==> src/rtl/pipeline_pkg.sv <==
// pipeline_pkg: memory-stage FSM encoding, default ack timeout and MEM/WB record
package pipeline_pkg;
  localparam logic [0:0] IDLE = 1'b0;
  localparam logic [0:0] WAIT = 1'b1;
  localparam int TIMEOUT_DEFAULT = 255;
  typedef struct packed {
    logic        mem_to_reg;
    logic        reg_write;
    logic [31:0] read_data;
    logic [31:0] alu_result;
    logic [4:0]  write_reg;
  } memwb_t;
endpackage

==> src/rtl/memwb_reg.sv <==
// memwb_reg: MEM/WB pipeline register; a bubble clears the write-back controls and keeps the data fields
module memwb_reg
  import pipeline_pkg::*;
(
  input  logic   clk,
  input  logic   rst,
  input  logic   bubble,
  input  memwb_t d,
  output memwb_t q
);
  always_ff @(posedge clk)
    if (rst) q <= '0;
    else if (bubble) begin
      q.mem_to_reg <= 1'b0;
      q.reg_write <= 1'b0;
    end else q <= d;
endmodule

==> src/rtl/mem_access_unit.sv <==
// mem_access_unit: MEM stage issuing one data-memory access per instruction, stalling the pipe until ack or timeout
module mem_access_unit
  import pipeline_pkg::*;
#(
  parameter int TIMEOUT = TIMEOUT_DEFAULT
) (
  input  logic        clk,
  input  logic        rst,
  input  logic        MemtoReg_in,
  input  logic        RegWrite_in,
  input  logic        MemRead_in,
  input  logic        MemWrite_in,
  input  logic        Branch_in,
  input  logic        Zero_in,
  input  logic [31:0] ALU_result_in,
  input  logic [31:0] WriteData_in,
  input  logic [4:0]  WriteReg_in,
  output logic        dm_req,
  output logic        dm_we,
  output logic [31:0] dm_addr,
  output logic [31:0] dm_wdata,
  input  logic [31:0] dm_rdata,
  input  logic        dm_ack,
  output logic        stall,
  output logic        PCSrc,
  output logic        MemtoReg_out,
  output logic        RegWrite_out,
  output logic [31:0] ReadData_out,
  output logic [31:0] ALU_result_out,
  output logic [4:0]  WriteReg_out,
  output logic        mem_err
);
  logic [0:0] state;
  logic [7:0] cnt;
  logic mem_op, aligned, issue, misaligned, ack, timeout, abort;
  memwb_t d, q;
  assign mem_op = MemRead_in | MemWrite_in;
  assign aligned = ALU_result_in[1:0] == 2'b00;
  assign issue = state == IDLE && mem_op && aligned;
  assign misaligned = state == IDLE && mem_op && !aligned;
  assign ack = state == WAIT && dm_ack;
  // the last permitted wait cycle ends the access unless an ack arrives in it
  assign timeout = state == WAIT && !dm_ack && cnt == 8'(TIMEOUT - 1);
  assign abort = misaligned | timeout;
  assign stall = mem_op & ~ack & ~abort;
  assign PCSrc = Branch_in & Zero_in;
  always_ff @(posedge clk)
    if (rst) begin
      state <= IDLE;
      cnt <= '0;
      mem_err <= 1'b0;
      dm_req <= 1'b0;
      dm_we <= 1'b0;
      dm_addr <= '0;
      dm_wdata <= '0;
    end else begin
      if (issue) begin
        state <= WAIT;
        cnt <= '0;
        dm_req <= 1'b1;
        dm_we <= MemWrite_in;
        dm_addr <= ALU_result_in;
        dm_wdata <= WriteData_in;
      end else if (state == WAIT) begin
        if (dm_ack || timeout) begin
          state <= IDLE;
          dm_req <= 1'b0;
        end else cnt <= cnt + 8'd1;
      end
      if (abort) mem_err <= 1'b1;
    end
  assign d = '{
    mem_to_reg: MemtoReg_in,
    reg_write:  RegWrite_in,
    read_data:  (ack && MemRead_in && !MemWrite_in) ? dm_rdata : 32'h0,
    alu_result: ALU_result_in,
    write_reg:  WriteReg_in
  };
  memwb_reg u_memwb (
    .clk(clk),
    .rst(rst),
    .bubble(stall | abort),
    .d(d),
    .q(q)
  );
  assign MemtoReg_out = q.mem_to_reg;
  assign RegWrite_out = q.reg_write;
  assign ReadData_out = q.read_data;
  assign ALU_result_out = q.alu_result;
  assign WriteReg_out = q.write_reg;
endmodule

==> config.mk <==
export PLATFORM = sky130hd
export DESIGN_NAME = mem_access_unit
export DESIGN_NICKNAME = d
export VERILOG_FILES = /design/src/rtl/pipeline_pkg.sv /design/src/rtl/memwb_reg.sv /design/src/rtl/mem_access_unit.sv
export SDC_FILE = /design/constraint.sdc
export NUM_CORES = 1
export LEC_CHECK = 0
export CAP_MARGIN = 20
export CORE_ASPECT_RATIO = 1.4
export CORE_MARGIN = 5
export CORE_UTILIZATION = 35
export DETAILED_ROUTE_END_ITERATION = 7
export PLACE_DENSITY = 0.83
export SLEW_MARGIN = 20
export SYNTH_ARGS = -nofsm -noshare
export SYNTH_HDL_FRONTEND = slang
export SYNTH_HIERARCHICAL = 1
export SYNTH_SLANG_ARGS = --single-unit
==> constraint.sdc <==
create_clock -name clk -period 1.8 [get_ports clk]
set_input_delay 0.54 -clock clk [delete_from_list [all_inputs] [get_ports clk]]
set_output_delay 0.54 -clock clk [all_outputs]
set_load 0.02 [all_outputs]
==> results of run 1 <==
==> per-stage QoR <==
stage / setup TNS (ns) / instance area (µm²) / hold WS, ns
detailed placement: -70.06 / 8400 / 0.417
CTS: -12.29 / 9130 / 0.423
floorplan: 0 / 5600 / 0.467
global placement: -66.60 / 8400 / 0.414
global route: -17.96 / 9190 / 0.450
finish: -12.24 / 9190 / 0.421
==> final cells by class <==
type | count | area [µm²] | area share
Timing Repair Buffer | 300 | 3040 | 0.330
Sequential cell | 147 | 2950 | 0.320
Multi-Input combinational cell | 418 | 2400 | 0.261
Clock buffer | 24 | 472 | 0.0513
Tap cell | 196 | 245 | 0.0267
Clock inverter | 8 | 77.6 | 0.00844
Inverter | 4 | 15.0 | 0.00163
==> sequential cells by signal, summed over array words and instances, names as in the netlist <==
signal and cells:
dm_req 1, mem_err 1, state 1, cnt 8
u_memwb/q 71, dm_wdata 32, dm_we 1, dm_addr 32
==> critical path: stages <==
cell and delay, ns:
clkdlybuf4s50_1 0.43, nand2b_4 0.16, o32ai_4 0.25, nor2_1 0.06, buf_4 0.16
==> how the worst min path moves through the flow <==
stage	to	slack (ns)	depth (start not counted)
after floorplan	cnt[6]	0.47	2
after global placement	dm_addr[0]	0.41	2
after detailed placement	dm_addr[1]	0.42	2
after CTS	dm_addr[1]	0.42	2
after global routing	dm_addr[1]	0.45	2
final	dm_addr[1]	0.42	2
==> report_power, final <==
group	total (mW)	internal [mW]	switching, mW
registers	3.41	3.36	0.0479
logic	1.11	0.592	0.523
clock network	3.32	1.97	1.35
total	7.85	5.93	1.92
==> kinds of logic after synthesis <==
logic type	after synthesis
AOI/OAI and AO/OA	77
DFF	147
xor gates and xnor gates	5
buffers and inverters	44
muxes	69
and+or+nand+nor	265
adders and majority gates	2
==> per-layer routing <==
metal / GRT usage / part of all wire
met5: 0 / 0
met2: 0.317 / 0.52
met1: 0.195 / 0.38
met3: 0.0548 / 0.071
met4: 0.0861 / 0.035
==> cell usage in the layout (no fill, tap or decap), types with 2 or more instances in the layout <==
cell type / n
a21oi_1: 67
and2_1: 32
and3_1: 2
and4_1: 2
buf_12: 12
buf_16: 7
buf_4: 25
buf_6: 7
buf_8: 3
clkbuf_1: 5
clkbuf_16: 17
clkbuf_8: 2
clkdlybuf4s50_1: 106
clkinv_2: 3
clkinvlp_4: 2
dfxtp_1: 145
dfxtp_2: 2
dlygate4sd2_1: 139
inv_1: 3
mux2i_1: 67
mux2i_2: 2
nand2_1: 127
nand2b_4: 2
nand3_1: 2
nand4_1: 2
nor2_1: 83
nor3b_2: 2
o211ai_1: 2
o21ai_0: 2
xor2_1: 4
==> repair_timing <==
| action | in CTS | in global routing |
|---|---|---|
| cloned | 7 | 0 |
| setup buffers | 9 | 2 |
| setup endpoints to repair | 209 | 90 |
| pin swaps | 4 | 2 |
| gates resized for setup | 170 | 13 |
==> metrics.cfg, run 1 <==
[die]
io_pins = 250
start_util = 0.357
die_y_um = 160
dieArea_um2 = 18600
core_area_um2 = 15700
die_x_um = 117
std_cell_rows = 54

[synthesis]
synth_area_per_cell_um2 = 9.18
synthTopCellsByArea = dfxtp_1 (53%), mux2i_1 (12%), nand2_1 (8.5%), a21oi_1 (6.0%), nor2_1 (5.6%)
yosysMostFrequentCell = dfxtp_1
synth.distinct_cells = 35
yosys.area_share.xor_xnor = 0.00783
synth_flop_cell = dfxtp_1
syn_inst = 609
ys_seq_elements = 147
synth_common_cells = dfxtp_1 (147), nand2_1 (127), nor2_1 (84)
synthesis.area_um2 = 5590
muxShareOfSynthArea = 0.124
synthSimpleGateAreaFrac = 0.207
synth_fa_ha_area_frac = 0.00448
syn-num-nets = 721
synth_edf_count = 0
yosysSeqAreaShare = 0.526
synthArstFlopShare = 0
synth_top_family_by_area = simple AND/OR/NAND/NOR gates
synth_compound_area_frac = 0.0747
synth_warnings = 6
yosys.area.top_type = dfxtp_1
synth_top_area_frac = 0.526

[clocking]
cts_tree = built
numCtsBuffers = 17
cts.sinks = 147
cts_max_level = 4
clk_latency_ns = 0.42
root_buffer = clkbuf_16
cts_buffer_depth = 2
postCtsHoldBufs = 0
clk_pin_slew_ns = 0.06

[sta]
maxSlewViolCount = 0
fin_crit_ns = 2.15
hold_viol_final = 0
rsz0062_at_grt = true
worst_slew_pin_slew_ns = 0.319
fmax_mhz = 466
finalSetupViolations = 70
layout_setup_ws_ns = -0.347
slew_headroom = 0.786
timing.final.crit_share = 1.19
fin_skew_ns = 0.0116

[status]
outcome = finished, violations left
violations = negative setup slack

[flow_run]
maxCapViolations = 0

[placed_design]
portBuffers = 249
gp_congestion = 0.835
dp_slack_ns = -0.772
dp_hpwl_um = 11800
placed_cells = 1048

[cells_and_area]
nets = 1000
area_growth_pct = 64.4
antenna_cells = 0
fillerInstances = 1404
drive_gt1_frac = 0.108
fin_util = 0.586
fin_cells = 1097

[drt]
first_pass_iters = 4
drtAntennaViolNets = 0
routed_wl_um = 17000
drtIter0Drc = 250
drc_errors = 0
vias = 5108
wire_per_inst_um = 15.5
vias_per_cell = 4.66

[grt]
grtUsageTotal = 0.182
antenna_found_initial = 0
grt_max_degree = 70
gr-total-overflow = 0
grt_pass1_vias = 5039
grt_pass1_wl_um = 26400

[worst_setup_path]
cp-endpoint = stall
critPathLaunchType = input pin
r2r_start = cnt[0]
worstPathMaxFanout = 2
critPathKind = input pin to primary output
crit_path_end_kind = primary output
r2r_end = u_memwb/q[47]
r2r_cells = 11
r2r_setup_slack_ns = -0.23
critPathArrivalTime_ns = 1.61
worstPathRequired_ns = 1.26
crit_path_start = dm_ack

[power]
power.density_nw_per_um2 = 854
finalPower_mw = 7.85
vdd_drop_max_mv = 0.536
power_leakage_nw = 4.54

[hold_path]
hold_class = register to register
hold_start = dm_addr[1]

No activity file was read; power rests on OpenSTA's default activity.
==> run 2, diff against run 1 <==
--- a/config.mk
+++ b/config.mk
@@ -5,12 +5,13 @@
 export SDC_FILE = /design/constraint.sdc
 export NUM_CORES = 1
 export LEC_CHECK = 0
+export ABC_AREA = 1
 export CAP_MARGIN = 20
 export CORE_ASPECT_RATIO = 1.4
 export CORE_MARGIN = 5
 export CORE_UTILIZATION = 35
 export DETAILED_ROUTE_END_ITERATION = 7
-export PLACE_DENSITY = 0.83
+export PLACE_DENSITY = 0.8
 export SLEW_MARGIN = 20
 export SYNTH_ARGS = -nofsm -noshare
 export SYNTH_HDL_FRONTEND = slang
==> run 2 against run 1 <==
Against the previous run: the run still ends with negative setup slack left; register-to-register slack better by 0.29 ns; utilization down 1.8 points; total power up 12%; largest cell class unchanged.
==> metrics.cfg, run 2 <==
[synthesis]
yosysMostFrequentCell = inv_1  ; was dfxtp_1
synth_compound_area_frac = 0.130  ; was 0.0747
syn-num-nets = 997  ; was 721
synth.distinct_cells = 28  ; was 35
yosysSeqAreaShare = 0.458  ; was 0.526
muxShareOfSynthArea = 0  ; was 0.124
synthArstFlopShare = 0  ; unchanged
yosys.area.top_type = dfxtp_1  ; unchanged
synth_common_cells = inv_1 (178), nand2_1 (164), nor2_1 (153)  ; was dfxtp_1 (147), nand2_1 (127), nor2_1 (84)
synth_top_area_frac = 0.458  ; was 0.526
synth_edf_count = 0  ; unchanged
synth_top_family_by_area = simple AND/OR/NAND/NOR gates  ; unchanged
synthSimpleGateAreaFrac = 0.239  ; was 0.207
synth_area_per_cell_um2 = 7.26  ; was 9.18 µm²
ys_seq_elements = 147  ; unchanged
synth_fa_ha_area_frac = 0.00389  ; was 0.00448
synthesis.area_um2 = 6430  ; was 5590 µm²
syn_inst = 885  ; was 609
synth_flop_cell = dfxtp_1  ; unchanged
yosys.area_share.xor_xnor = 0.00409  ; was 0.00783
synth_warnings = 6  ; unchanged
synthTopCellsByArea = dfxtp_1 (46%), inv_1 (10%), nand2_1 (9.6%), nor2_1 (8.9%), a21oi_2 (5.9%)  ; was dfxtp_1 (53%), mux2i_1 (12%), nand2_1 (8.5%), a21oi_1 (6.0%), nor2_1 (5.6%)

[clocking]
root_buffer = clkbuf_16  ; unchanged
cts_max_level = 4  ; unchanged
cts.sinks = 147  ; unchanged
clk_pin_slew_ns = 0.06  ; about the same
clk_latency_ns = 0.41  ; was 0.42 ns
cts_tree = built  ; unchanged
cts_buffer_depth = 2  ; unchanged
postCtsHoldBufs = 0  ; unchanged
numCtsBuffers = 17  ; unchanged

[cells_and_area]
final_cell_area_um2 = 10200  ; was 9190 µm²
nets = 1286  ; was 1000
fillerInstances = 1671  ; was 1404
largest_reg_flops = 71  ; unchanged
regArea_um2 = 2950  ; unchanged
fin_util = 0.568  ; was 0.586
area_growth_pct = 59.1  ; was 64.4%
final_cell_mix = inv_1 (175), nand2_1 (162), dfxtp_1 (145)  ; was dfxtp_1 (145), dlygate4sd2_1 (139), nand2_1 (127)
multiInputGateArea_um2 = 2560  ; was 2400 µm²
reg.largest.list = u_memwb/q x71, dm_addr x32, dm_wdata x32  ; unchanged
fin_cells = 1428  ; was 1097
regMostFlops = u_memwb/q  ; unchanged
drive_gt1_frac = 0.179  ; was 0.108
final_common_cell = inv_1  ; was dfxtp_1

[die]
die_y_um = 170  ; was 160 µm
die_x_um = 125  ; was 117 µm
std_cell_rows = 58  ; was 54
core_area_um2 = 18000  ; was 15700 µm²
io_pins = 250  ; unchanged
dieArea_um2 = 21200  ; was 18600 µm²
start_util = 0.357  ; about the same

[placed_design]
gp_congestion = 0.816  ; was 0.835
dp_hpwl_um = 13600  ; was 11800 µm
dp_slack_ns = -0.913  ; was -0.772 ns
portBuffers = 249  ; unchanged
placed_cells = 1374  ; was 1048
dpl_cell_area_um2 = 9360  ; was 8400 µm²

[drt]
vias_per_cell = 4.37  ; was 4.66
drc_errors = 0  ; unchanged
drtIter0Drc = 377  ; was 250
drtAntennaViolNets = 0  ; unchanged
first_pass_iters = 4  ; unchanged
routed_wl_um = 19900  ; was 17000 µm
vias = 6235  ; was 5108
wire_per_inst_um = 13.9  ; was 15.5 µm

[sta]
worst_slew_pin_slew_ns = 0.304  ; was 0.319 ns
setup_tns_ns = -0.172  ; was -12.24 ns
finalSetupViolations = 1  ; was 70
maxSlewViolCount = 0  ; unchanged
rsz0062_at_grt = true  ; unchanged
timing.final.crit_share = 1.10  ; was 1.19
hold_ws_ns = 0.432  ; was 0.421 ns
slew_headroom = 0.797  ; was 0.786
fin_skew_ns = 0.00923  ; was 0.0116 ns
hold_viol_final = 0  ; unchanged
fin_crit_ns = 1.97  ; was 2.15 ns
fmax_mhz = 507  ; was 466 MHz
layout_setup_ws_ns = -0.172  ; was -0.347 ns

[power]
vdd_drop_max_mv = 0.465  ; was 0.536 mV
finalPower_mw = 8.81  ; was 7.85 mW
power.density_nw_per_um2 = 862  ; was 854 nW/µm²
power_leakage_nw = 5.09  ; was 4.54 nW

[grt]
gr-total-overflow = 0  ; unchanged
top_usage_layer = met2  ; unchanged
grtUsageTotal = 0.179  ; was 0.182
grt_use_met3 = 0.0468  ; was 0.0548
antenna_found_initial = 1  ; was 0
grt_use_met1 = 0.192  ; was 0.195
met2_usage = 0.327  ; was 0.317
grt_pass1_vias = 6030  ; was 5039
grt_max_degree = 40  ; was 70
grt_pass1_wl_um = 30700  ; was 26400 µm

[worst_setup_path]
critPathLaunchType = input pin  ; unchanged
worstPathMaxFanout = 3  ; was 2
critPathKind = input pin to primary output  ; unchanged
critPathArrivalTime_ns = 1.43  ; was 1.61 ns
crit_path_end_kind = primary output  ; unchanged
worstPathRequired_ns = 1.26  ; about the same

[flow_run]
maxCapViolations = 0  ; unchanged

[hold_path]
hold_class = register to register  ; unchanged

[status]
outcome = finished, violations left  ; unchanged
violations = negative setup slack  ; unchanged

run 2: worst paths after layout:
kind	end	cells after the start	slack, ns	start
min reg2reg	dm_addr[1]	2	0.43	dm_addr[1]
max reg2reg	u_memwb/q[45]	12	0.06	cnt[0]
min	dm_addr[1]	2	0.43	dm_addr[1]
max	stall	6	-0.17	MemWrite_in
run 2: worst max-delay path, stage by stage:
cell and delay, ns:
clkdlybuf4s15_1 0.20, or2_4 0.25, nand3b_1 0.16, nand2_4 0.08, nor2_4 0.08, buf_6 0.12
run 2: area by class of cell:
cell class / count / share of cell area
clock buffer: 19 / 0.0433
timing repair buffer: 317 / 0.306
clock inverter: 13 / 0.0147
multi-input combinational: 509 / 0.251
antenna: 1 / 0.000245
sequential: 147 / 0.288
tap: 240 / 0.0294
inverter: 182 / 0.0673
run 2: where the power goes:
group          switching, mW  internal [mW]  total, mW
sequential            0.0955           3.47       3.56
clock                   1.46           2.10       3.56
combinational          0.914          0.773       1.69
total                   2.47           6.34       8.81
run 2: layer usage:
metal / vias to the layer above / part of all wire
met4: 0 / 0.039
met5: - / 0
met2: 206 / 0.51
met3: 47 / 0.064
li1: 3202 / -
met1: 2780 / 0.39
run 2: timing repair:
item | CTS | global route
cloned | 6 | 1
gates resized for setup | 179 | 23
setup buffers | 20 | 5
setup endpoints to repair | 211 | 56
pin swaps | 7 | 5
run 2: kinds of logic after synthesis:
family	after synthesis
simple gates	368
buf+inv	230
flops	147
compound gates	135
xor+xnor	3
fa+ha+maj	2
==> run 3, diff against run 2 <==
--- a/config.mk
+++ b/config.mk
@@ -8,7 +8,6 @@
 export ABC_AREA = 1
 export CAP_MARGIN = 20
 export CORE_ASPECT_RATIO = 1.4
-export CORE_MARGIN = 5
 export CORE_UTILIZATION = 35
 export DETAILED_ROUTE_END_ITERATION = 7
 export PLACE_DENSITY = 0.8
==> run 3 against run 2 <==
Against the previous run: the run still ends with negative setup slack left; flip-flop and latch count is the same; critical path depth is 2 higher; first-iteration DRC count shrank 41%; worst hold slack worse by 0.058 ns; clock skew shrank 0.0011 ns; fmax shrank 1.9%; non-clock buffer count down 9; clock power about the same; die area decreased by 11%; utilization is 0.54 points lower; wire length decreased by 2.2%; total power decreased by 0.13%.
==> metrics.cfg, run 3 (synthesized netlist as in run 2, its figures left out) <==
[grt]
grt_max_degree = 64  ; was 40
antenna_found_initial = 0  ; was 1
grt_use_met1 = 0.193  ; was 0.192
grtUsageTotal = 0.191  ; was 0.179
gr-total-overflow = 0  ; unchanged
grt_use_met3 = 0.0545  ; was 0.0468
grt_pass1_wl_um = 28100  ; was 30700 µm
grt_pass1_vias = 5977  ; was 6030
met2_usage = 0.338  ; was 0.327
top_usage_layer = met2  ; unchanged

[cells_and_area]
area_growth_pct = 57.6  ; was 59.1%
fin_cells = 1416  ; was 1428
fillerInstances = 1704  ; was 1671
final_cell_mix = inv_1 (176), nand2_1 (156), dfxtp_1 (145)  ; was inv_1 (175), nand2_1 (162), dfxtp_1 (145)
largest_reg_flops = 71  ; unchanged
nets = 1276  ; was 1286
drive_gt1_frac = 0.182  ; was 0.179
reg.largest.list = u_memwb/q x71, dm_addr x32, dm_wdata x32  ; unchanged
final_common_cell = inv_1  ; unchanged
antenna_cells = 0  ; was 1
regMostFlops = u_memwb/q  ; unchanged

[drt]
drtIter0Drc = 224  ; was 377
drtAntennaViolNets = 0  ; unchanged
vias_per_cell = 4.40  ; was 4.37
vias = 6235  ; unchanged
routed_wl_um = 19400  ; was 19900 µm
wire_per_inst_um = 13.7  ; was 13.9 µm
first_pass_iters = 6  ; was 4
drc_errors = 0  ; unchanged

[power]
power.density_nw_per_um2 = 869  ; was 862 nW/µm²
power_leakage_nw = 5.03  ; was 5.09 nW
vdd_drop_max_mv = 0.512  ; was 0.465 mV

[worst_setup_path]
r2r_cells = 12  ; unchanged
crit_path_end_kind = primary output  ; unchanged
critPathKind = register to primary output  ; was input pin to primary output
critPathLaunchType = register  ; was input pin
critPathArrivalTime_ns = 1.47  ; was 1.43 ns
worstPathRequired_ns = 1.26  ; about the same
worstPathMaxFanout = 2  ; was 3

[die]
core_area_um2 = 18000  ; unchanged
start_util = 0.357  ; unchanged
die_x_um = 117  ; was 125 µm
std_cell_rows = 58  ; unchanged
die_y_um = 162  ; was 170 µm
io_pins = 250  ; unchanged
dieArea_um2 = 18900  ; was 21200 µm²

[sta]
hold_ws_ns = 0.374  ; was 0.432 ns
slew_headroom = 0.812  ; was 0.797
rsz0062_at_grt = true  ; unchanged
finalSetupViolations = 1  ; unchanged
timing.final.crit_share = 1.12  ; was 1.10
layout_setup_ws_ns = -0.210  ; was -0.172 ns
maxSlewViolCount = 0  ; unchanged
fmax_mhz = 498  ; was 507 MHz
worst_slew_pin_slew_ns = 0.283  ; was 0.304 ns
hold_viol_final = 0  ; unchanged
fin_crit_ns = 2.01  ; was 1.97 ns
fin_skew_ns = 0.00813  ; was 0.00923 ns

[hold_path]
hold_depth = 3  ; was 2
hold_class = input pin to register  ; was register to register

[placed_design]
dp_slack_ns = -0.962  ; was -0.913 ns
portBuffers = 249  ; unchanged
gp_congestion = 0.852  ; was 0.816
dp_hpwl_um = 12200  ; was 13600 µm
placed_cells = 1361  ; was 1374

[clocking]
postCtsHoldBufs = 0  ; unchanged
clk_latency_ns = 0.42  ; was 0.41 ns
cts_max_level = 4  ; unchanged
root_buffer = clkbuf_16  ; unchanged
cts_tree = built  ; unchanged
numCtsBuffers = 17  ; unchanged
cts_buffer_depth = 2  ; unchanged
clk_pin_slew_ns = 0.06  ; about the same
cts.sinks = 147  ; unchanged

[status]
violations = negative setup slack  ; unchanged
outcome = finished, violations left  ; unchanged

[flow_run]
maxCapViolations = 0  ; unchanged

-- run 3: cell type report --
class	instances	area (µm²)	area share
Timing Repair Buffer	308	3010	0.298
Clock buffer	18	439	0.0434
Sequential cell	147	2950	0.291
Inverter	182	693	0.0685
Clock inverter	13	149	0.0147
Tap cell	240	300	0.0297
Multi-Input combinational cell	508	2590	0.255
-- run 3: power breakdown --
part | switching, mW | internal [mW] | total, mW
Sequential | 0.0942 | 3.47 | 3.56
Combinational | 0.913 | 0.748 | 1.66
Clock | 1.48 | 2.10 | 3.58
Total | 2.49 | 6.31 | 8.80
-- run 3: per-layer routing --
metal  vias up  part of all wire
met3        59             0.068
met4         0             0.045
met1      2779              0.38
met2       230              0.50
li1       3167                 -
met5         -                 0
-- run 3: path summary, 6_finish.rpt --
path | from | to | slack [ns]
hold / removal | ALU_result_in[0] | u_memwb/q[5] | 0.37
setup reg to reg | cnt[0] | u_memwb/q[8] | 0.11
setup / recovery | cnt[0] | stall | -0.21
hold reg to reg | dm_addr[1] | dm_addr[1] | 0.43
-- run 3: critical path: stages (launching register included) --
cell	delay (ns)
dfxtp_2	0.32
inv_2	0.08
ha_4	0.15
nand3_4	0.09
inv_4	0.08
nand3_4	0.07
nand2_2	0.07
nor2_1	0.04
buf_4	0.15
-- run 3: metrics by stage --
step           setup TNS [ns]  cell area, µm²  utilization  total power, mW
3_3_place_gp           -49.68            9250        0.514             5.28
4_1_cts                -0.234            9790        0.544             8.78
3_5_place_dp           -50.65            9250        0.514             5.31
5_1_grt                -0.299           10100        0.563             9.20
6_report               -0.210           10100        0.563             8.80
2_1_floorplan               0            6430            -             4.50
-- run 3: what timing repair did --
item | in CTS | in global routing
setup endpoints to repair | 172 | 61
pin swaps | 7 | 12
buffers inserted | 11 | 10
gates cloned | 0 | 8
gates resized for setup | 169 | 39
